File: src/rtl/cpu_control_unit.sv
// cpu_control_unit: hardwired fetch/decode/execute sequencer for the 16-bit CPU.
// Ports:
//   clk, reset        clock and synchronous active-high reset
//   run, step         free-run level / single-step pulse from board controls
//   ir, C, N, Z       instruction register and status flags from the execution unit
//   pc_ld, pc_inc, ir_ld, adr_sel, s_sel, reg_w_en, mem_w_en, alu_op
//                     datapath controls, registered
//   halted, illegal   stop indicators; state is the current state encoding
module cpu_control_unit (
  input  logic        clk,
  input  logic        reset,
  input  logic        run,
  input  logic        step,
  input  logic [15:0] ir,
  input  logic        C,
  input  logic        N,
  input  logic        Z,
  output logic        pc_ld,
  output logic        pc_inc,
  output logic        ir_ld,
  output logic        adr_sel,
  output logic        s_sel,
  output logic        reg_w_en,
  output logic        mem_w_en,
  output logic [3:0]  alu_op,
  output logic        halted,
  output logic        illegal,
  output logic [3:0]  state
);

  localparam int unsigned OP_W = 4;

  localparam logic [OP_W-1:0] OP_NOP = 4'h0;
  localparam logic [OP_W-1:0] OP_ALU = 4'h1;
  localparam logic [OP_W-1:0] OP_LD  = 4'h2;
  localparam logic [OP_W-1:0] OP_ST  = 4'h3;
  localparam logic [OP_W-1:0] OP_JMP = 4'h4;
  localparam logic [OP_W-1:0] OP_BR  = 4'h5;
  localparam logic [OP_W-1:0] OP_HLT = 4'hF;

  typedef enum logic [3:0] {
    S_IDLE     = 4'h0,
    S_FETCH    = 4'h1,
    S_FETCH_WB = 4'h2,
    S_DECODE   = 4'h3,
    S_EX_ALU   = 4'h4,
    S_LD_ADR   = 4'h5,
    S_LD_WB    = 4'h6,
    S_ST_WR    = 4'h7,
    S_EX_JMP   = 4'h8,
    S_EX_BR    = 4'h9,
    S_HALT     = 4'hA,
    S_ILLEGAL  = 4'hB
  } state_t;

  state_t          state_q, state_nxt, end_state;
  logic [OP_W-1:0] opcode;
  logic            br_take;
  logic            pc_ld_nxt, pc_inc_nxt, ir_ld_nxt, adr_sel_nxt, s_sel_nxt;
  logic            reg_w_en_nxt, mem_w_en_nxt, halted_nxt, illegal_nxt;
  logic [3:0]      alu_op_nxt;

  // Immediate/operand field is consumed by the datapath, not the sequencer.
  logic unused_ir_low;
  assign unused_ir_low = ^ir[7:0];

  assign opcode = ir[15:12];
  assign state  = state_q;

  // Branch condition; ir and flags are stable from DECODE into EX_BR.
  always_comb begin
    br_take = 1'b0;
    case (ir[11:10])
      2'b00:   br_take = Z;
      2'b01:   br_take = N;
      2'b10:   br_take = C;
      default: br_take = 1'b1;
    endcase
  end

  // Next state, then outputs decoded from the next state so they register in step with it.
  always_comb begin
    state_nxt    = state_q;
    end_state    = run ? S_FETCH : S_IDLE;
    pc_ld_nxt    = 1'b0;
    pc_inc_nxt   = 1'b0;
    ir_ld_nxt    = 1'b0;
    adr_sel_nxt  = 1'b0;
    s_sel_nxt    = 1'b0;
    reg_w_en_nxt = 1'b0;
    mem_w_en_nxt = 1'b0;
    alu_op_nxt   = 4'h0;
    halted_nxt   = 1'b0;
    illegal_nxt  = 1'b0;

    case (state_q)
      S_IDLE:     if (run || step) state_nxt = S_FETCH;
      S_FETCH:    state_nxt = S_FETCH_WB;
      S_FETCH_WB: state_nxt = S_DECODE;
      S_DECODE: begin
        case (opcode)
          OP_NOP:  state_nxt = end_state;
          OP_ALU:  state_nxt = S_EX_ALU;
          OP_LD:   state_nxt = S_LD_ADR;
          OP_ST:   state_nxt = S_ST_WR;
          OP_JMP:  state_nxt = S_EX_JMP;
          OP_BR:   state_nxt = S_EX_BR;
          OP_HLT:  state_nxt = S_HALT;
          default: state_nxt = S_ILLEGAL;
        endcase
      end
      S_LD_ADR:   state_nxt = S_LD_WB;
      S_EX_ALU, S_LD_WB, S_ST_WR, S_EX_JMP, S_EX_BR: state_nxt = end_state;
      S_HALT:     state_nxt = S_HALT;
      S_ILLEGAL:  state_nxt = S_ILLEGAL;
      default:    state_nxt = S_IDLE;
    endcase

    case (state_nxt)
      S_FETCH_WB: begin
        ir_ld_nxt  = 1'b1;
        pc_inc_nxt = 1'b1;
      end
      S_EX_ALU: begin
        reg_w_en_nxt = 1'b1;
        alu_op_nxt   = ir[11:8];
      end
      S_LD_ADR: adr_sel_nxt = 1'b1;
      S_LD_WB: begin
        adr_sel_nxt  = 1'b1;
        s_sel_nxt    = 1'b1;
        reg_w_en_nxt = 1'b1;
      end
      S_ST_WR: begin
        adr_sel_nxt  = 1'b1;
        mem_w_en_nxt = 1'b1;
      end
      S_EX_JMP:  pc_ld_nxt = 1'b1;
      S_EX_BR:   pc_ld_nxt = br_take;
      S_HALT:    halted_nxt = 1'b1;
      S_ILLEGAL: begin
        halted_nxt  = 1'b1;
        illegal_nxt = 1'b1;
      end
      default: ;
    endcase
  end

  // State and output registers; reset clears every strobe on the following cycle.
  always_ff @(posedge clk) begin
    if (reset) begin
      state_q  <= S_IDLE;
      pc_ld    <= 1'b0;
      pc_inc   <= 1'b0;
      ir_ld    <= 1'b0;
      adr_sel  <= 1'b0;
      s_sel    <= 1'b0;
      reg_w_en <= 1'b0;
      mem_w_en <= 1'b0;
      alu_op   <= 4'h0;
      halted   <= 1'b0;
      illegal  <= 1'b0;
    end else begin
      state_q  <= state_nxt;
      pc_ld    <= pc_ld_nxt;
      pc_inc   <= pc_inc_nxt;
      ir_ld    <= ir_ld_nxt;
      adr_sel  <= adr_sel_nxt;
      s_sel    <= s_sel_nxt;
      reg_w_en <= reg_w_en_nxt;
      mem_w_en <= mem_w_en_nxt;
      alu_op   <= alu_op_nxt;
      halted   <= halted_nxt;
      illegal  <= illegal_nxt;
    end
  end

endmodule

File: config.mk
export PLATFORM = sky130hd
export DESIGN_NAME = cpu_control_unit
export DESIGN_NICKNAME = d
export VERILOG_FILES = /design/src/rtl/cpu_control_unit.sv
export SDC_FILE = /design/constraint.sdc
export NUM_CORES = 1
export LEC_CHECK = 0
export ABC_AREA = 1
export CORE_AREA = 2 2 47 49
export CTS_CLUSTER_DIAMETER = 50
export DETAILED_ROUTE_END_ITERATION = 6
export DIE_AREA = 0 0 49 51
export GPL_TIMING_DRIVEN = 0
export PLACE_DENSITY = 0.78
export RECOVER_POWER = 50
export SLEW_MARGIN = 40
export SYNTH_ARGS = -nofsm -noshare
export SYNTH_HDL_FRONTEND = slang
export SYNTH_SLANG_ARGS = --single-unit
File: constraint.sdc
create_clock -name clk -period 2.24 [get_ports clk]
set_input_delay 0.336 -clock clk [delete_from_list [all_inputs] [get_ports clk]]
set_output_delay 0.336 -clock clk [all_outputs]
set_load 0.02 [all_outputs]
==> results.yml, run 1 <==
clocking:
  cts_hold_buf: 0
  cts_resized: 0
  clock_latency_ps: 270
  cts_setup_buffers: 0
  cts_tree: "built"
  cts.sinks: 16
  clk_pin_slew_ps: 90
  htreeDepth: 1
  cts_buffer_depth: 2
  clock-root-buffer: "clkbuf_4"
  cts_made_buffers: 3
die:
  die_area_sq_mm: 0.00250
  die_w_um: 49
  core_sq_mm: 0.00206
  dieHeight_um: 51
  row_count: 17
  io-pin-count: 40
  initial_core_util_pct: 36.4
global_routing:
  grt_max_degree: 9
  grtUsageTotal_pct: 12.4
  grt_pass1_vias: 620
  grt_first_pass_wirelength_um: 2430
  overflow: 0
  antenna_found_initial: 0
power:
  combPwrFrac_pct: 25.0
  seqPwrFrac_pct: 51.4
  power_density_mw_per_mm2: 545
  netSwitchingFraction_pct: 28.7
  power_frac_clock_pct: 23.6
  power_switching_uw: 171
  leakagePower_uw: 0.000517
  power.internal_uw: 424
  irDropWorstVdd_uv: 346
detailed_routing:
  antenna_left: 0
  wirelength_um: 1500
  viasPerCell: 4.32
  drtPass1Iterations: 4
  drc: 0
  first_iter_violations: 9
  vias: 709
  drt-wirelength-per-cell_um: 9.16
synth:
  ys_ff_latch: 16
  synth.cell_area_sq_um: 751
  netlist_instances: 102
  ys_seq_area_share_pct: 42.7
  avgSynthCellArea_sq_um: 7.36
  yosysUniqueCellTypes: 19
  syn_nets: 125
  yosys_warnings: 0
cells_and_area:
  stdcell_count: 164
  fillers: 203
  multi_input_area_sq_um: 313
  design_area_sq_mm: 0.00109
  area_growth_pct: 45.3
  fin_nets: 161
  register_area_sq_um: 320
  antenna_cells: 0
  drive_gt1_share_pct: 13.2
setup_path:
  cpLargestDelayFamily: "buffers and inverters"
  r2r-start: "state[1]"
  cp.required_ps: 1900
  crit_buf_inv: 1
  crit_start: "state[1]"
  cpPeakStageDelay_ps: 650
  worstPathCellList: "clkdlybuf4s50_1"
  startpoint_type: "register"
  slowest_stage: "clkdlybuf4s50_1"
  crit_fanout: 6
  cp-end-kind: "output pin"
  critPathKind: "register to output pin"
  cp.arrival_ps: 1380
placement:
  dp_cells: 161
  post-dp-hpwl_um: 1250
  placed_cell_area_sq_mm: 0.00110
  place.gp.congestion: 0.811
  io_buffers: 31
timing:
  min_period_ps: 1720
  grt_setup_unrepaired: "false"
  relSlewSlack_pct: 77.0
  finalSetupViolations: 0
  slew_violations: 0
  tns_ps: 0
  finalHoldViolations: 0
  fin_hold_ws_ps: 542
  fin_skew_ps: 5.34
  worst_slew_pin_slew_ps: 344
  fmaxAchievable_mhz: 582
  timing.final.crit_share_pct: 76.7
min_path:
  hold_class: "register to register"
  worstHoldStart: "state[0]"
run:
  cap_violations: 0
run_status:
  status: "finished, final reports clean"
kinds of logic after synthesis:
family | after synthesis | share of synthesized area [%]
flip-flops | 16 | 42.7
AND/OR/NAND/NOR | 54 | 37.5
buffers and inverters | 23 | 12.0
AO/OA/AOI/OAI | 9 | 7.83
sequential cells by signal, summed over array words and instances, names as in the netlist:
register	cells
adr_sel	1
alu_op	4
halted	1
illegal	1
ir_ld	1
mem_w_en	1
pc_ld	1
reg_w_en	1
s_sel	1
state	4
final cells by class:
type                    instances  area share [%]
clock buffers                   3            2.06
inverters                      22            7.57
flip-flops and latches         16            29.4
plain buffers                   1           0.688
repair buffers                 31            28.4
well taps                      28            3.21
multi-input cells              63            28.7
power groups by stage:
stage | logic, uW | clock network, uW | registers (uW)
after detailed placement | 163 | 0 | 313
final | 148 | 140 | 306
after floorplan | 85.9 | 0 | 323
after global placement | 161 | 0 | 312
after CTS | 163 | 143 | 306
after global routing | 166 | 154 | 308
stage by stage:
step | total power [uW] | setup WS [ps] | utilization, %
finish | 595 | 522 | 52.9
global route | 627 | 373 | 52.9
CTS | 612 | 516 | 54.2
detailed placement | 475 | 477 | 53.1
global placement | 473 | 507 | 53.1
floorplan | 409 | 928 | -
cell usage in the layout, fill, tap and decap left out:
master | netlist | layout
nand3b_1 | 1 | 1
o31ai_1 | 1 | 1
clkbuf_4 | 0 | 3
nor2_4 | 2 | 1
dfxtp_1 | 16 | 16
a21oi_4 | 1 | 1
dlygate4sd3_1 | 0 | 7
clkdlybuf4s50_1 | 0 | 24
nand2_2 | 5 | 3
nor3_1 | 1 | 1
nand3_1 | 7 | 7
buf_4 | 1 | 1
nor2_2 | 7 | 7
o21ai_0 | 2 | 3
a21oi_1 | 3 | 3
nand4_1 | 1 | 2
nor2_1 | 13 | 14
o21ai_1 | 2 | 1
inv_2 | 2 | 2
inv_1 | 20 | 20
nand2_1 | 16 | 18
per-layer routing:
metal	up-vias	GRT usage, %	part of all wire (%)
met3	0	3.80	4.2
met1	312	13.7	45
met2	18	22.8	51
li1	379	-	-
met5	-	0	0
met4	0	3.81	0
cells in the mapped netlist (all sizes together):
master | number | share of area [%]
nand3 | 7 | 4.7
inv | 22 | 11
nor2 | 22 | 15
buf | 1 | 1.0
nand3b | 1 | 1.0
nand2 | 21 | 12
nor3 | 1 | 0.67
dfxtp | 16 | 43
o21ai | 4 | 2.7
nand4 | 2 | 3.7
o31ai | 1 | 1.0
a21oi | 4 | 4.2
path summary, 6_finish.rpt:
kind                                  end  slack [ps]  cells after the start
worst max register to register  alu_op[3]         680                      6
worst min-delay path                ir_ld         540                      2
worst max-delay path             state[1]         520                      1
worst min register to register      ir_ld         540                      2
(Power assumes the default switching activity.)
==> run 2: changes to the inputs <==
Settings changed: CORE_AREA 2 2 47 49 to 2 2 48 50, DIE_AREA 0 0 49 51 to 0 0 50 52, PLACE_DENSITY 0.78 to 0.75.
Clock period 2.24 ns to 1.6 ns, I/O delays scaled along.
==> results.yml, run 2 (synthesized netlist as in run 1, its figures left out) <==
run_status:
  status: "finished, final reports clean"
global_routing:
  overflow: 0
  grt_pass1_vias: 641
  antenna_found_initial: 0
  grt_max_degree: 9
  grt_first_pass_wirelength_um: 2670
  grtUsageTotal_pct: 13.5
cells_and_area:
  register_area_sq_um: 320
  most-common-layout-cells: "26 x clkdlybuf4s50_1, 20 x inv_1, 18 x nand2_1, 16 x dfxtp_1, 14 x nor2_1"
  final_util_pct: 51.4
  fin_nets: 161
  drive_gt1_share_pct: 14.0
  layout_commonest_cell: "clkdlybuf4s50_1"
  stdcell_count: 164
  antenna_cells: 0
  area_growth_pct: 44.2
  fillers: 212
  multi_input_area_sq_um: 324
placement:
  post-dp-hpwl_um: 1270
  io_buffers: 31
  dp_cells: 161
  place.gp.congestion: 0.850
  post-place-ws_ps: -74.1
timing:
  slew_violations: 0
  fin_skew_ps: 8.22
  finalSetupViolations: 0
  finalHoldViolations: 0
  relSlewSlack_pct: 77.1
  grt_setup_unrepaired: "false"
  timing.final.crit_share_pct: 95.9
  worst_slew_pin_slew_ps: 340
  tns_ps: 0
  finalWorstSetupSlack_ps: 64.9
  min_period_ps: 1540
  fmaxAchievable_mhz: 651
setup_path:
  worstPathCellList: "buf_4, clkdlybuf4s50_1"
  crit_fanout: 2
  slowest_stage: "clkdlybuf4s50_1"
  cpPeakStageDelay_ps: 590
  cp.required_ps: 1360
  cp-end-kind: "output pin"
  critPathKind: "register to output pin"
  cp.arrival_ps: 1300
  startpoint_type: "register"
die:
  io-pin-count: 40
  die_w_um: 50
  row_count: 17
  core_sq_mm: 0.00211
  initial_core_util_pct: 35.7
  dieHeight_um: 52
  die_area_sq_mm: 0.00260
clocking:
  clock-root-buffer: "clkbuf_4"
  cts_buffer_depth: 2
  clk_pin_slew_ps: 90
  cts.sinks: 16
  htreeDepth: 1
  cts_tree: "built"
  cts_made_buffers: 3
  cts_hold_buf: 0
  clock_latency_ps: 280
run:
  cap_violations: 0
detailed_routing:
  wirelength_um: 1580
  drc: 0
  drtPass1Iterations: 4
  drt-wirelength-per-cell_um: 9.65
  vias: 724
  antenna_left: 0
  first_iter_violations: 11
  viasPerCell: 4.41
power:
  power_density_mw_per_mm2: 772
  irDropWorstVdd_uv: 403
  leakagePower_uw: 0.000510
min_path:
  hold_class: "input pin to register"
-- run 2: cell count changes in the layout (fill, tap and decap cells not counted) --
cell | before | now
dlygate4sd3_1 | 7 | 1
clkbuf_1 | 0 | 3
clkdlybuf4s50_1 | 24 | 26
dlygate4sd2_1 | 0 | 1
nand4_1 | 2 | 1
nand4_2 | 0 | 1
nor2_2 | 7 | 6
nor2_4 | 1 | 2
-- run 2: path summary, 6_finish.rpt --
path	end	startpoint	slack [ps]	cells past startpoint
max	pc_inc	ir_ld	60	2
min	alu_op[0]	ir[8]	490	3
max reg2reg	alu_op[3]	state[1]	220	6
min reg2reg	ir_ld	state[0]	550	2
-- run 2: worst max-delay path: cells and delay by family, from the launching register on --
kind                   cells  cell delay (ps)
DFF                        1              330
buffers and inverters      2              690
-- run 2: where the power goes --
part	switching (uW)	total, uW	leakage, uW	internal, uW
registers	15.9	428	0.000130	412
clock network	112	199	0.0000138	87.1
logic	119	208	0.000367	89.2
-- run 2: repair_timing --
action,CTS,global route
pin swaps,0,0
hold endpoints to repair,0,0
resized for setup,1,3
endpoints found under the setup margin,1,3
buffers inserted,0,0
cloned,0,0
-- run 2: final cells by class --
class	count	share of cell area, %
repair buffers	31	26.8
multi-input cells	63	29.9
flip-flops and latches	16	29.6
plain buffers	1	0.694
inverters	22	7.63
clock buffers	3	2.08
well taps	28	3.24
-- run 2: per-stage QoR --
step                      total power [uW]  instance area (sq um)  hold WS [ps]
after floorplan                        572                    751           311
after global placement                 663                   1100           542
after detailed placement               666                   1100           540
after CTS                              860                   1120           489
after global routing                   892                   1080           481
final                                  836                   1080           494
-- run 2: routing by layer --
metal,track usage [%],wire length [um],vias up
li1,-,-,377
met1,15.4,678,329
met2,24.6,852,16
met3,2.59,34,2
met4,5.56,17,0
met5,0,0,-
